**config.mk**
```make
export PLATFORM = sky130hd
export DESIGN_NAME = comparator_capture_multi_flat
export DESIGN_NICKNAME = d
export VERILOG_FILES = /design/src/rtl/comparator_capture_multi_if.sv /design/src/rtl/comparator_capture_multi.sv /design/src/flat_wrapper.sv
export SDC_FILE = /design/constraint.sdc
export NUM_CORES = 1
export LEC_CHECK = 0
export ABC_CLOCK_PERIOD_IN_PS = 1650
export BUFFER_PORTS_ARGS = -buffer_cell sky130_fd_sc_hd__buf_2
export CAP_MARGIN = 20
export CELL_PAD_IN_SITES_DETAIL_PLACEMENT = 0
export CELL_PAD_IN_SITES_GLOBAL_PLACEMENT = 2
export CORE_ASPECT_RATIO = 1.4
export CORE_UTILIZATION = 38
export CTS_BUF_LIST = sky130_fd_sc_hd__clkbuf_4 sky130_fd_sc_hd__clkbuf_8
export CTS_CLUSTER_SIZE = 30
export DETAILED_ROUTE_END_ITERATION = 7
export GPL_TIMING_DRIVEN = 0
export MAX_ROUTING_LAYER = met4
export PLACE_DENSITY_LB_ADDON = 0.3
export SETUP_SLACK_MARGIN = 0.1
export SYNTH_ARGS = -nofsm -noshare
export SYNTH_HDL_FRONTEND = slang
export SYNTH_SLANG_ARGS = --single-unit
```
**constraint.sdc**
```tcl
create_clock -name clk -period 1.65 [get_ports clk]
set_input_delay 0.33 -clock clk [delete_from_list [all_inputs] [get_ports clk]]
set_output_delay 0.33 -clock clk [all_outputs]
set_load 0.03 [all_outputs]
```
**src/rtl/comparator_capture_multi_if.sv**
```systemverilog
// comparator_capture_multi_if: sweep control, comparator inputs and capture results of the multi-channel capture block
interface comparator_capture_multi_if #(
    parameter int WIDTH = 8,
    parameter int NUM_CH = 4
);
    logic sweep_start;
    logic edge_sel;
    logic [NUM_CH-1:0] comparator_output;
    logic [WIDTH-1:0] current_duty_cycle;
    logic [NUM_CH*WIDTH-1:0] captured_duty_cycle;
    logic [NUM_CH-1:0] capture_valid;
    logic [NUM_CH-1:0] no_crossing;
    modport master (
        output sweep_start, edge_sel, comparator_output, current_duty_cycle,
        input captured_duty_cycle, capture_valid, no_crossing
    );
    modport slave (
        input sweep_start, edge_sel, comparator_output, current_duty_cycle,
        output captured_duty_cycle, capture_valid, no_crossing
    );
endinterface

```
**src/rtl/comparator_capture_multi.sv**
```systemverilog
// comparator_capture_multi: per-channel synchronised, debounced comparator-crossing capture of a shared ramp code
module comparator_capture_multi #(
    parameter int WIDTH = 8,
    parameter int NUM_CH = 4,
    parameter int STABLE_CYCLES = 15
) (
    input logic clk,
    input logic reset,
    comparator_capture_multi_if.slave bus
);
    localparam int CW = $clog2(STABLE_CYCLES + 1);
    localparam logic [1:0] ARMED = 2'd0, FILTER = 2'd1, DONE = 2'd2;
    logic pre;
    logic seen_q, seen_d;
    logic [NUM_CH-1:0] sync1_q, sync1_d, sync2_q, sync2_d, prev_q, prev_d;
    logic [NUM_CH-1:0] valid_q, valid_d, nc_q, nc_d;
    logic [NUM_CH-1:0][1:0] state_q, state_d;
    logic [NUM_CH-1:0][CW-1:0] cnt_q, cnt_d;
    logic [NUM_CH-1:0][WIDTH-1:0] temp_q, temp_d, cap_q, cap_d;
    assign pre = ~bus.edge_sel;
    assign bus.captured_duty_cycle = cap_q;
    assign bus.capture_valid = valid_q;
    assign bus.no_crossing = nc_q;
    always_comb begin
        sync1_d = bus.comparator_output;
        sync2_d = sync1_q;
        prev_d = sync2_q;
        state_d = state_q;
        cnt_d = cnt_q;
        temp_d = temp_q;
        cap_d = cap_q;
        valid_d = '0;
        nc_d = nc_q;
        seen_d = seen_q | bus.sweep_start;
        for (int i = 0; i < NUM_CH; i++) begin
            if (state_q[i] == FILTER) begin
                if (sync2_q[i] == pre) state_d[i] = ARMED;
                else if (cnt_q[i] == CW'(1)) begin
                    cap_d[i] = temp_q[i];
                    valid_d[i] = 1'b1;
                    nc_d[i] = 1'b0;
                    state_d[i] = DONE;
                end else cnt_d[i] = cnt_q[i] - CW'(1);
            end else if (state_q[i] == ARMED && prev_q[i] == pre && sync2_q[i] != pre) begin
                temp_d[i] = bus.current_duty_cycle;
                cnt_d[i] = CW'(STABLE_CYCLES);
                state_d[i] = FILTER;
            end
            // a capture completing on the sweep edge still counts as this sweep's crossing
            if (bus.sweep_start) begin
                state_d[i] = ARMED;
                if (seen_q && state_q[i] != DONE && !valid_d[i]) nc_d[i] = 1'b1;
            end
        end
    end
    always_ff @(posedge clk) begin
        if (!reset) begin
            sync1_q <= {NUM_CH{pre}};
            sync2_q <= {NUM_CH{pre}};
            prev_q <= {NUM_CH{pre}};
            state_q <= {NUM_CH{ARMED}};
            cnt_q <= '0;
            temp_q <= '0;
            cap_q <= '0;
            valid_q <= '0;
            nc_q <= '0;
            seen_q <= 1'b0;
        end else begin
            sync1_q <= sync1_d;
            sync2_q <= sync2_d;
            prev_q <= prev_d;
            state_q <= state_d;
            cnt_q <= cnt_d;
            temp_q <= temp_d;
            cap_q <= cap_d;
            valid_q <= valid_d;
            nc_q <= nc_d;
            seen_q <= seen_d;
        end
    end
endmodule
```
**src/flat_wrapper.sv**
```systemverilog
// flat-port wrapper written by rule: the top's interface ports become plain ports
module comparator_capture_multi_flat 
#(
    parameter int WIDTH = 8,
    parameter int NUM_CH = 4,
    parameter int STABLE_CYCLES = 15
)
  (clk, reset, bus_sweep_start, bus_edge_sel, bus_comparator_output, bus_current_duty_cycle, bus_captured_duty_cycle, bus_capture_valid, bus_no_crossing);
  comparator_capture_multi_if #(.WIDTH(WIDTH), .NUM_CH(NUM_CH)) bus_i ();
  input logic clk;
  input logic reset;
  input wire logic [$bits(bus_i.sweep_start)-1:0] bus_sweep_start;
  input wire logic [$bits(bus_i.edge_sel)-1:0] bus_edge_sel;
  input wire logic [$bits(bus_i.comparator_output)-1:0] bus_comparator_output;
  input wire logic [$bits(bus_i.current_duty_cycle)-1:0] bus_current_duty_cycle;
  output wire logic [$bits(bus_i.captured_duty_cycle)-1:0] bus_captured_duty_cycle;
  output wire logic [$bits(bus_i.capture_valid)-1:0] bus_capture_valid;
  output wire logic [$bits(bus_i.no_crossing)-1:0] bus_no_crossing;
  assign bus_i.sweep_start = bus_sweep_start;
  assign bus_i.edge_sel = bus_edge_sel;
  assign bus_i.comparator_output = bus_comparator_output;
  assign bus_i.current_duty_cycle = bus_current_duty_cycle;
  assign bus_captured_duty_cycle = bus_i.captured_duty_cycle;
  assign bus_capture_valid = bus_i.capture_valid;
  assign bus_no_crossing = bus_i.no_crossing;
  comparator_capture_multi #(.WIDTH(WIDTH), .NUM_CH(NUM_CH), .STABLE_CYCLES(STABLE_CYCLES)) u_core (.clk(clk), .reset(reset), .bus(bus_i));
endmodule
```
# Word level (Yosys, flattened, before mapping)
# Index checks and enable logic that the tools add are counted.
[classes]
add_sub_neg = 4
eq_ne = 36
muxes = 67
n_bitwise = 11
reduce_logical = 45
[op_table]
columns = ["op", "count"]
rows = [
  ["$mux 4", 19],
  ["$mux 1", 32],
  ["$mux 2", 16],
  ["$ne 2x2->1 const B", 12],
  ["$reduce_and 3->1", 8],
  ["$eq 4x1->1 const B", 4],
  ["$logic_and 1x1->1", 16],
  ["$reduce_and 2->1", 8],
  ["$sub 4x1->4 const B", 4],
  ["$ne 3x3->1 const B", 4],
  ["$not 1->1", 10],
  ["$eq 1x1->1", 8],
  ["$eq 2x1->1 const B", 4],
  ["$logic_not 2->1", 4],
  ["$reduce_bool 2->1", 4],
  ["$logic_not 1->1", 4],
  ["$ne 1x1->1", 4],
  ["$reduce_or 2->1", 1],
  ["$or 1x1->1", 1],
]
[word_totals]
register_bits = 109
inputBits = 16
out_inout_bits = 40
elab_cells = 185

# Depth between registers and ports, before layout
# Gate-level depths: netlist (run 1).
[depth]
depth_word = 8
mapped_depth = 7
ltp_nobuf = 6

# Worst setup path before layout (run 1)
# OpenSTA, ideal clock, no wires.
[synth_path]
path_kind = "register to register"
start = "register u_core.cnt_q[5] (netlist bit)"
end = "register u_core.cap_q, in the netlist u_core.bus.captured_duty_cycle[10]"
arrival_ns = 1.257
t_required_ns = 1.522
setup_slack_ns = 0.265
stages_incl_launch_ff = 8
path_buffers = 1
period_less_slack_ns = 1.385
path_cell_list = "dfxtp_1 -> inv_1 -> ha_1 -> nor3b_2 -> nand3_2 -> buf_6 -> mux2i_1 -> nor2_1"
[synth_between]
elab_chain_cells = 2
[synth_rtl]
columns = ["element", "line_no", "source"]
rows = [
  ["from (decl)", "comparator_capture_multi.sv:18", "logic [NUM_CH-1:0][CW-1:0] cnt_q, cnt_d;"],
  ["from (signal assigned)", "comparator_capture_multi.sv:73", "cnt_q <= cnt_d;"],
  ["$eq 4x1->1", "comparator_capture_multi.sv:38", "else if (cnt_q[i] == CW'(1)) begin"],
  ["$reduce_and 3->1 (no line)", "--", ""],
  ["to (signal assigned)", "comparator_capture_multi.sv:75", "cap_q <= cap_d;"],
  ["to (decl)", "comparator_capture_multi.sv:19", "logic [NUM_CH-1:0][WIDTH-1:0] temp_q, temp_d, cap_q, cap_d;"],
]
# No other way between the ends.
# A chain may end at the register's enable or synchronous reset.

# Final worst setup path (run 1)
[layout_path]
start = "register u_core.cnt_q[1] (netlist bit)"
end = "register u_core.cap_q, in the netlist u_core.bus.captured_duty_cycle[2]"
# Same word-level chain as after synthesis.

==> flow_summary.ini, run 1 <==
[worst_setup_path]
worstPathRequired_ps = 1900
start_kind = flop
cpMaxStageDelayCell = dfxtp_2
arrival_ps = 1770
path_cells = inv_2 > ha_4 > nor3b_4 > nand3_4 > clkbuf_16 > mux2i_1 > nor2_1
ff2ff_path_depth = 7
critPathKind = reg2reg
endpoint_kind = flop
critPathMaxFanout = 5
max_stage_delay_ps = 350

[synthesis]
syn_area_per_cell_um2 = 10.34
synth_xor_area_share_pct = 2.500
synth_top_area_share_pct = 49.55
ys_seq_area_share_pct = 49.55
synth.cell_area_um2 = 4404
syn-num-nets = 450
yosys.area_share.simple_pct = 16.68
muxShareOfSynthArea_pct = 16.36
netlist_instances = 426
synthTopCellsByArea = dfxtp_1 (50%), mux2i_1 (16%), nor2_1 (7.1%)
ys_types = 28
synth-seq-cells = 109
synthAdderAreaFrac_pct = 2.273
synth_top_family_by_area = simple AND/OR/NAND/NOR gates
yosys_warnings = 0
synth_compound_gate_area_share_pct = 7.614
yosysTopAreaCell = dfxtp_1

[routing]
vias_per_cell = 4.870
dr.pass1.iters = 4
drt_drc_violations_left = 0
drtIter0Drc = 90
vias = 3156
routedWlPerCell_um = 15.50
drt-total-wl_mm = 10.05
antenna_left = 0

[power]
power_frac_seq_pct = 54.5
p_comb_share_pct = 13.1
switching_share_pct = 26.90
power_switching_mw = 1.428
power_density_nw_per_um2 = 1010
vdd_drop_max_v = 0.0005559
internal-power_mw = 3.879
p_leak_nw = 2.660
clockPowerShare_pct = 32.4

[floorplan]
dieArea_um2 = 12030
initial_core_util_pct = 39.04
dieWidth_um = 92.99
rows = 46
die_h_um = 129.4
core_um2 = 11280
ios = 56

[placement]
place_inst = 624
place_congestion = 0.7362
place_ws_ps = -20.90
port-buffer-count = 54
place_hpwl_mm = 6.937

[sta]
setup_slack_ps = 133.3
tns_ps = 0
worstMarginPinSlew_ps = 696.6
period_minus_slack_ps = 1517
drv_slew = 0
relSlewSlack_pct = 53.56
rsz0062_at_grt = yes
setup_violations = 0
max_freq_mhz = 659.3
skew_ps = 10.73
finalHoldViolations = 0
finalCritPeriodShare_pct = 91.92

[min_path]
hp-class = in2reg
whs_path_depth = 2

[flow_run]
maxCapViolCount = 0

[clock_tree]
cts_buffers = 9
clockRootBuffer = clkbuf_8
insertion_delay_ps = 380
cts_tree = yes
h-tree-depth = 3
clock-sinks = 109
cts.path.max_buffers = 2
clkTransAtPathRegs_ps = 100
cts_hold_buffers = 0

[finish]
area_growth_pct = 19.26
drive_gt1_share_pct = 23.61
nets = 523
final_cells = 648
fillers = 1159
n_antenna_cell = 0

[global_route]
grt_pass1_wl_mm = 15.88
grt_pass1_vias = 3059
grt_max_degree = 19
overflow = 0
antenna_found_initial = 0
grt_usage_pct = 18.04

[outcome]
status = completed
==> synth_stat cells (all sizes together) <==
library cell,instances
dfxtp,109
nor2,83
mux2i,72
a21oi,22
inv,19
nand3,12
nor3b,12
o21ai,12
clkbuf,11
buf,10
nor2b,9
ha,8
o211a,8
a21o,6
nand2b,5
a31oi,4
and3b,4
nand2,4
nand4b,4
nor3,4
or3,4
xnor2,4
==> kinds of logic (layout without fill, tap and decap cells) <==
logic type | Yosys count | in the layout
multiplexers | 72 | 72
buffers and inverters | 40 | 118
XOR/XNOR | 4 | 4
AO/OA/AOI/OAI | 52 | 52
flip-flops | 109 | 109
AND/OR/NAND/NOR | 141 | 141
adder cells (fa/ha/maj) | 8 | 8
==> worst max-delay path, delay by kind of cell (launching register included) <==
| kind | cells | cell delay, ps |
|---|---|---|
| simple gates | 3 | 490 |
| buf+inv | 2 | 280 |
| mux | 1 | 150 |
| flops | 1 | 350 |
| fa+ha+maj | 1 | 130 |
==> registers in the layout, indices dropped and copies added (netlist names) <==
signal,count
u_core.temp_q,32
u_core.cnt_q,16
u_core.state_q,8
u_core.seen_q,1
u_core.prev_q,4
u_core.prev_d,4
u_core.bus.capture_valid,4
u_core.bus.no_crossing,4
u_core.sync1_q,4
u_core.bus.captured_duty_cycle,32
==> repair_timing <==
item / 4_1_cts / 5_1_grt
pin swaps: 0 / 1
cloned: 0 / 2
setup endpoints to repair: 32 / 27
buffers inserted: 3 / 3
resized for setup: 4 / 19
==> placed cells by master (no fill, tap or decap), types with 8 or more instances in the layout <==
cell / instances
a21oi_1: 22
buf_2: 54
clkbuf_1: 11
clkbuf_8: 10
dfxtp_1: 103
inv_1: 16
mux2i_1: 71
nand3_1: 8
nor2_1: 83
nor2b_1: 8
o211a_1: 8
o21ai_0: 8
==> routing by layer <==
metal	global-route usage [%]	up-vias	part of all wire, %
li1	-	1583	-
met1	20.94	1487	44
met2	30.28	64	50
met3	3.052	22	3.3
met4	8.416	0	2.8
met5	-	-	0
==> path summary, 6_finish.rpt <==
check                           slack, ps                                 to                startpoint
worst max-delay path                  130  u_core.bus.captured_duty_cycle[2]           u_core.cnt_q[1]
worst min-delay path                  160                  u_core.sync1_q[3]  bus_comparator_output[3]
worst max register to register        130  u_core.bus.captured_duty_cycle[2]           u_core.cnt_q[1]
worst min register to register        440                   u_core.prev_d[3]         u_core.sync1_q[3]
==> cell type report <==
| type | instances | area (um^2) | share of cell area [%] |
|---|---|---|---|
| buffer | 21 | 162.7 | 3.097 |
| inverter | 19 | 71.32 | 1.358 |
| clock inverter | 5 | 66.31 | 1.263 |
| clock buffer | 11 | 145.1 | 2.763 |
| timing repair buffer | 62 | 365.4 | 6.956 |
| tap | 144 | 180.2 | 3.430 |
| multi-input combinational | 277 | 2072 | 39.45 |
| sequential | 109 | 2190 | 41.69 |
==> power groups by stage <==
| stage | Clock (mW) | Sequential [mW] | Combinational [mW] |
|---|---|---|---|
| CTS | 1.77 | 2.88 | 0.679 |
| global route | 1.88 | 2.91 | 0.767 |
| global placement | 0 | 2.93 | 0.635 |
| finish | 1.72 | 2.89 | 0.695 |
| floorplan | 0 | 2.93 | 0.479 |
| detailed placement | 0 | 2.94 | 0.650 |
==> through the flow <==
stage          area, um^2  utilization [%]  power, mW  hold slack (ps)
6_report             5253            46.56      5.306            160.6
5_1_grt              5253            46.56      5.560            151.0
4_1_cts              5114            45.33      5.338            148.4
3_5_place_dp         4855            43.03      3.587            423.0
3_3_place_gp         4855            43.03      3.566            421.1
2_1_floorplan        4404                -      3.404            407.8
Power figures use the tool's default switching activity.
==> run 2: changes to the inputs <==
PLACE_DENSITY = 0.85   (was unset)
PLACE_DENSITY_LB_ADDON = unset   (was 0.3)
==> run 2 against run 1 <==
  * Total power is 2.6% lower
  * Global-route usage down 0.20 points
  * Clock power decreased by 8%
  * Worst setup slack better by 26 ps
  * Core utilization shrank 0.42 points
  * Register-to-register slack better by 30 ps
  * Count of clock-buffer cells in the layout is 1 lower
  * Worst hold slack better by 0.60 ps
  * Non-clock buffer count stayed put
  * Combinational power decreased by 2%
  * Critical path depth fell by 1
  * Largest cell class unchanged
  * Largest power group unchanged
  * Highest routed layer unchanged
==> flow_summary.ini, run 2 (synthesized netlist as in run 1, its figures left out) <==
[clock_tree]
clock-sinks = 109
cts_buffers = 9
cts_hold_buffers = 0
cts.path.max_buffers = 2
insertion_delay_ps = 380
h-tree-depth = 3
clkTransAtPathRegs_ps = 100
clockRootBuffer = clkbuf_8
cts_tree = yes

[floorplan]
dieWidth_um = 92.99
initial_core_util_pct = 39.04
rows = 46
core_um2 = 11280
dieArea_um2 = 12030
ios = 56
die_h_um = 129.4

[sta]
worstMarginPinSlew_ps = 680.0
period_minus_slack_ps = 1491
finalCritPeriodShare_pct = 90.37
rsz0062_at_grt = yes
relSlewSlack_pct = 54.67
max_freq_mhz = 670.6
drv_slew = 0
skew_ps = 16.73
finalHoldViolations = 0
setup_violations = 0

[routing]
drtIter0Drc = 104
dr.pass1.iters = 6
vias_per_cell = 4.832
routedWlPerCell_um = 14.95
antenna_left = 0
drt-total-wl_mm = 9.686
drt_drc_violations_left = 0
vias = 3131

[placement]
port-buffer-count = 54
post_dp_cell_area_um2 = 4855
place_congestion = 0.7276
place_hpwl_mm = 6.874

[worst_setup_path]
max_stage_delay_ps = 390
cpMaxStageDelayCell = dfxtp_2
start_kind = flop
critPathMaxFanout = 5
arrival_ps = 1740
worstPathRequired_ps = 1900
critical_path.top_delay_family = simple AND/OR/NAND/NOR gates
endpoint_kind = flop
path_cells = ha_4 > nor3b_4 > nand3_2 > buf_8 > mux2i_1 > nor2_1
critPathKind = reg2reg
critical_path_buf_inv_count = 1

[power]
clockPowerShare_pct = 30.8
power_density_nw_per_um2 = 992.8
power_frac_seq_pct = 55.9
power_switching_mw = 1.458
switching_share_pct = 28.21
p_leak_nw = 2.654
vdd_drop_max_v = 0.0006247
p_comb_share_pct = 13.2
internal-power_mw = 3.710

[finish]
final_area_um2 = 5205
nets = 523
final_cell_mix = dfxtp_1 (104), nor2_1 (83), mux2i_1 (72), buf_2 (54), a21oi_1 (22)
n_antenna_cell = 0
final_core_util_pct = 46.14
drive_gt1_share_pct = 22.82
final_common_cell = dfxtp_1
area_growth_pct = 18.18

[global_route]
grt_max_degree = 21
grt_usage_pct = 17.84
overflow = 0
antenna_found_initial = 0
grt_pass1_vias = 3198
grt_pass1_wl_mm = 15.84

[outcome]
status = completed

[min_path]
hp-class = in2reg

[flow_run]
maxCapViolCount = 0
## run 2: worst paths after layout
| path | from | slack [ps] | endpoint | cells past startpoint |
|---|---|---|---|---|
| setup / recovery | u_core.cnt_q[4] | 160 | u_core.bus.captured_duty_cycle[14] | 6 |
| hold / removal | bus_comparator_output[3] | 160 | u_core.sync1_q[3] | 2 |
| setup reg to reg | u_core.cnt_q[4] | 160 | u_core.bus.captured_duty_cycle[14] | 6 |
| hold reg to reg | u_core.sync1_q[2] | 440 | u_core.prev_d[2] | 2 |
## run 2: area by class of cell
cell class | instances | area, um^2
plain buffers | 21 | 162.7
clock buffers | 10 | 131.4
clock inverters | 6 | 67.56
fillers | 1143 | 6076
inverters | 19 | 71.32
multi-input cells | 277 | 2056
flip-flops and latches | 109 | 2188
well taps | 144 | 180.2
repair buffers | 62 | 347.8
## run 2: per-stage QoR
stage	std cells	worst slack [ps]	power (mW)	TNS (ps)	hold WS, ps
2_1_floorplan	426	265.1	3.404	0	407.8
3_3_place_gp	624	-12.96	3.564	-31.69	416.4
3_5_place_dp	624	-29.90	3.582	-246.7	426.7
4_1_cts	643	101.9	5.201	0	143.1
5_1_grt	648	82.03	5.424	0	149.1
6_report	648	158.8	5.168	0	161.2
## run 2: power by group through the flow
stage	Sequential (mW)	Clock [mW]	Combinational, mW
detailed placement	2.94	0	0.646
global route	2.91	1.75	0.763
global placement	2.93	0	0.632
CTS	2.88	1.64	0.675
floorplan	2.93	0	0.479
finish	2.89	1.59	0.684
## run 2: per-layer routing
| metal | GRT usage [%] | share of wire, % | up-vias |
|---|---|---|---|
| met5 | - | 0 | - |
| met2 | 31.19 | 51 | 59 |
| met1 | 19.67 | 43 | 1469 |
| li1 | - | - | 1589 |
| met4 | 8.597 | 2.6 | 0 |
| met3 | 2.817 | 2.9 | 14 |
## run 2: what timing repair did
action                                  in CTS  in global routing
setup buffers                                3                  4
endpoints found under the setup margin      32                 17
cloned                                       0                  1
resized for setup                            4                 14
pin swaps                                    0                  1
==> run 3: changes to the inputs <==
ABC_CLOCK_PERIOD_IN_PS = 1880   (was 1650)
CORE_UTILIZATION = 41   (was 38)
PLACE_DENSITY = 0.9   (was 0.85)
clock period = 1.88 ns   (was 1.65 ns; I/O delays follow)
==> run 3 against run 2 <==
  * Sequential power down 13%
  * Fmax shrank 8.1%
  * Worst setup slack improved by 99 ps
  * Sequential share of layout area increased by 1.2 points
  * Die area is 7.2% lower
  * Worst hold slack improved by 58 ps
  * Cell area fell by 3.1%
  * Largest cell class unchanged
==> flow_summary.ini, run 3 (synthesized netlist as in run 1, its figures left out) <==
[min_path]
hp-class = in2reg
hp-start = bus_comparator_output[3]
min_to = u_core.sync1_q[3]
whs_path_depth = 2

[floorplan]
rows = 44
dieArea_um2 = 11170
ios = 56
die_h_um = 124.6
dieWidth_um = 89.60
initial_core_util_pct = 42.33
core_um2 = 10410

[worst_setup_path]
cpMaxStageDelayCell = dfxtp_1
worstPathRequired_ps = 2120
r2r-start = u_core.cnt_q[0]
max_stage_delay_ps = 410
ff2ff_path_depth = 6
reg2reg_slack_ps = 260
endpoint_kind = flop
critPathKind = reg2reg
start_kind = flop
path_cells = ha_1 > nor3b_2 > nand3_2 > buf_6 > mux2i_1 > nor2_1
arrival_ps = 1860
critPathMaxFanout = 10
r2r-end = u_core.bus.captured_duty_cycle[1]

[finish]
n_antenna_cell = 0
final_cell_mix = dfxtp_1 (109), nor2_1 (83), mux2i_1 (72), buf_2 (54), a21oi_1 (22)
drive_gt1_share_pct = 19.96
final_cells = 634
area_growth_pct = 14.46
nets = 515
final_common_cell = dfxtp_1

[global_route]
grt_pass1_vias = 3007
antenna_found_initial = 0
grt_usage_pct = 18.40
grt_pass1_wl_mm = 15.08
overflow = 0
grt_max_degree = 19

[outcome]
status = completed

[power]
internal-power_mw = 3.235
p_leak_nw = 2.580
clockPowerShare_pct = 30.2
vdd_drop_max_v = 0.0004864
switching_share_pct = 26.75
power_switching_mw = 1.181
power_density_nw_per_um2 = 876.0
p_comb_share_pct = 12.6
power_frac_seq_pct = 57.2

[clock_tree]
h-tree-depth = 3
insertion_delay_ps = 360
clkTransAtPathRegs_ps = 100
cts.path.max_buffers = 2
post-cts-setup-buffer-count = 0
cts_hold_buffers = 0
ctsResizeCount = 0
cts_buffers = 9
clockRootBuffer = clkbuf_8
cts_tree = yes
clock-sinks = 109

[flow_run]
maxCapViolCount = 0

[placement]
place_hpwl_mm = 6.690
place_congestion = 0.7052
port-buffer-count = 54
place_inst = 618

[routing]
dr.pass1.iters = 4
drtIter0Drc = 93
vias = 3083
routedWlPerCell_um = 14.62
antenna_left = 0
drt-total-wl_mm = 9.266
drt_drc_violations_left = 0
vias_per_cell = 4.863

[sta]
drv_slew = 0
worstMarginPinSlew_ps = 630.2
max_freq_mhz = 616.5
rsz0062_at_grt = no
setup_violations = 0
tns_ps = 0
relSlewSlack_pct = 57.99
skew_ps = 9.777
period_minus_slack_ps = 1622
finalCritPeriodShare_pct = 86.27
finalHoldViolations = 0
[run 3: final cells by class]
type | count | area, um^2
inverter | 19 | 71.32
sequential | 109 | 2182
timing repair buffer | 54 | 270.3
clock buffer | 11 | 145.1
multi-input combinational | 277 | 2007
tap | 138 | 172.7
clock inverter | 5 | 42.54
buffer | 21 | 150.1
fill | 1031 | 5364
[run 3: how the worst max path moves through the flow]
stage                    start                                  to  slack [ps]  depth (start not counted)
2_1_floorplan  u_core.cnt_q[5]  u_core.bus.captured_duty_cycle[10]         500                          7
6_report       u_core.cnt_q[0]   u_core.bus.captured_duty_cycle[1]         260                          6
4_1_cts        u_core.cnt_q[0]   u_core.bus.captured_duty_cycle[1]         230                          6
3_5_place_dp      bus_edge_sel                   u_core.temp_q[29]         170                          7
5_1_grt        u_core.cnt_q[0]   u_core.bus.captured_duty_cycle[5]         110                          6
3_3_place_gp      bus_edge_sel                   u_core.temp_q[31]         170                          7
[run 3: power groups by stage]
stage	combinational [mW]	sequential (mW)	clock, mW
2_1_floorplan	0.421	2.57	0
3_3_place_gp	0.550	2.57	0
3_5_place_dp	0.560	2.58	0
4_1_cts	0.566	2.52	1.39
5_1_grt	0.627	2.54	1.47
6_report	0.558	2.52	1.33
[run 3: critical path: cells and delay by family, from the launching register on]
kind	cells	cell delay, ps
and+or+nand+nor	3	570
buffers and inverters	1	190
adders and majority gates	1	160
DFF	1	410
muxes	1	160
[run 3: metrics by stage]
step           worst slack, ps  instance area (um^2)  power, mW  hold WS (ps)  util [%]
5_1_grt                  108.1                  5041      4.635         200.7     48.45
3_5_place_dp             173.7                  4847      3.136         418.8     46.58
4_1_cts                  229.4                  5035      4.477         197.0     48.39
6_report                 258.0                  5041      4.416         219.4     48.45
3_3_place_gp             171.9                  4847      3.121         416.6     46.58
2_1_floorplan            495.1                  4404      2.988         407.8         -
[run 3: per-layer routing]
layer	share of wire [%]	wire length [um]	global-route usage [%]
met1	44	4046	22.28
met2	51	4749	30.44
met3	3.5	324	3.446
met4	1.6	146	5.696
met5	0	0	-
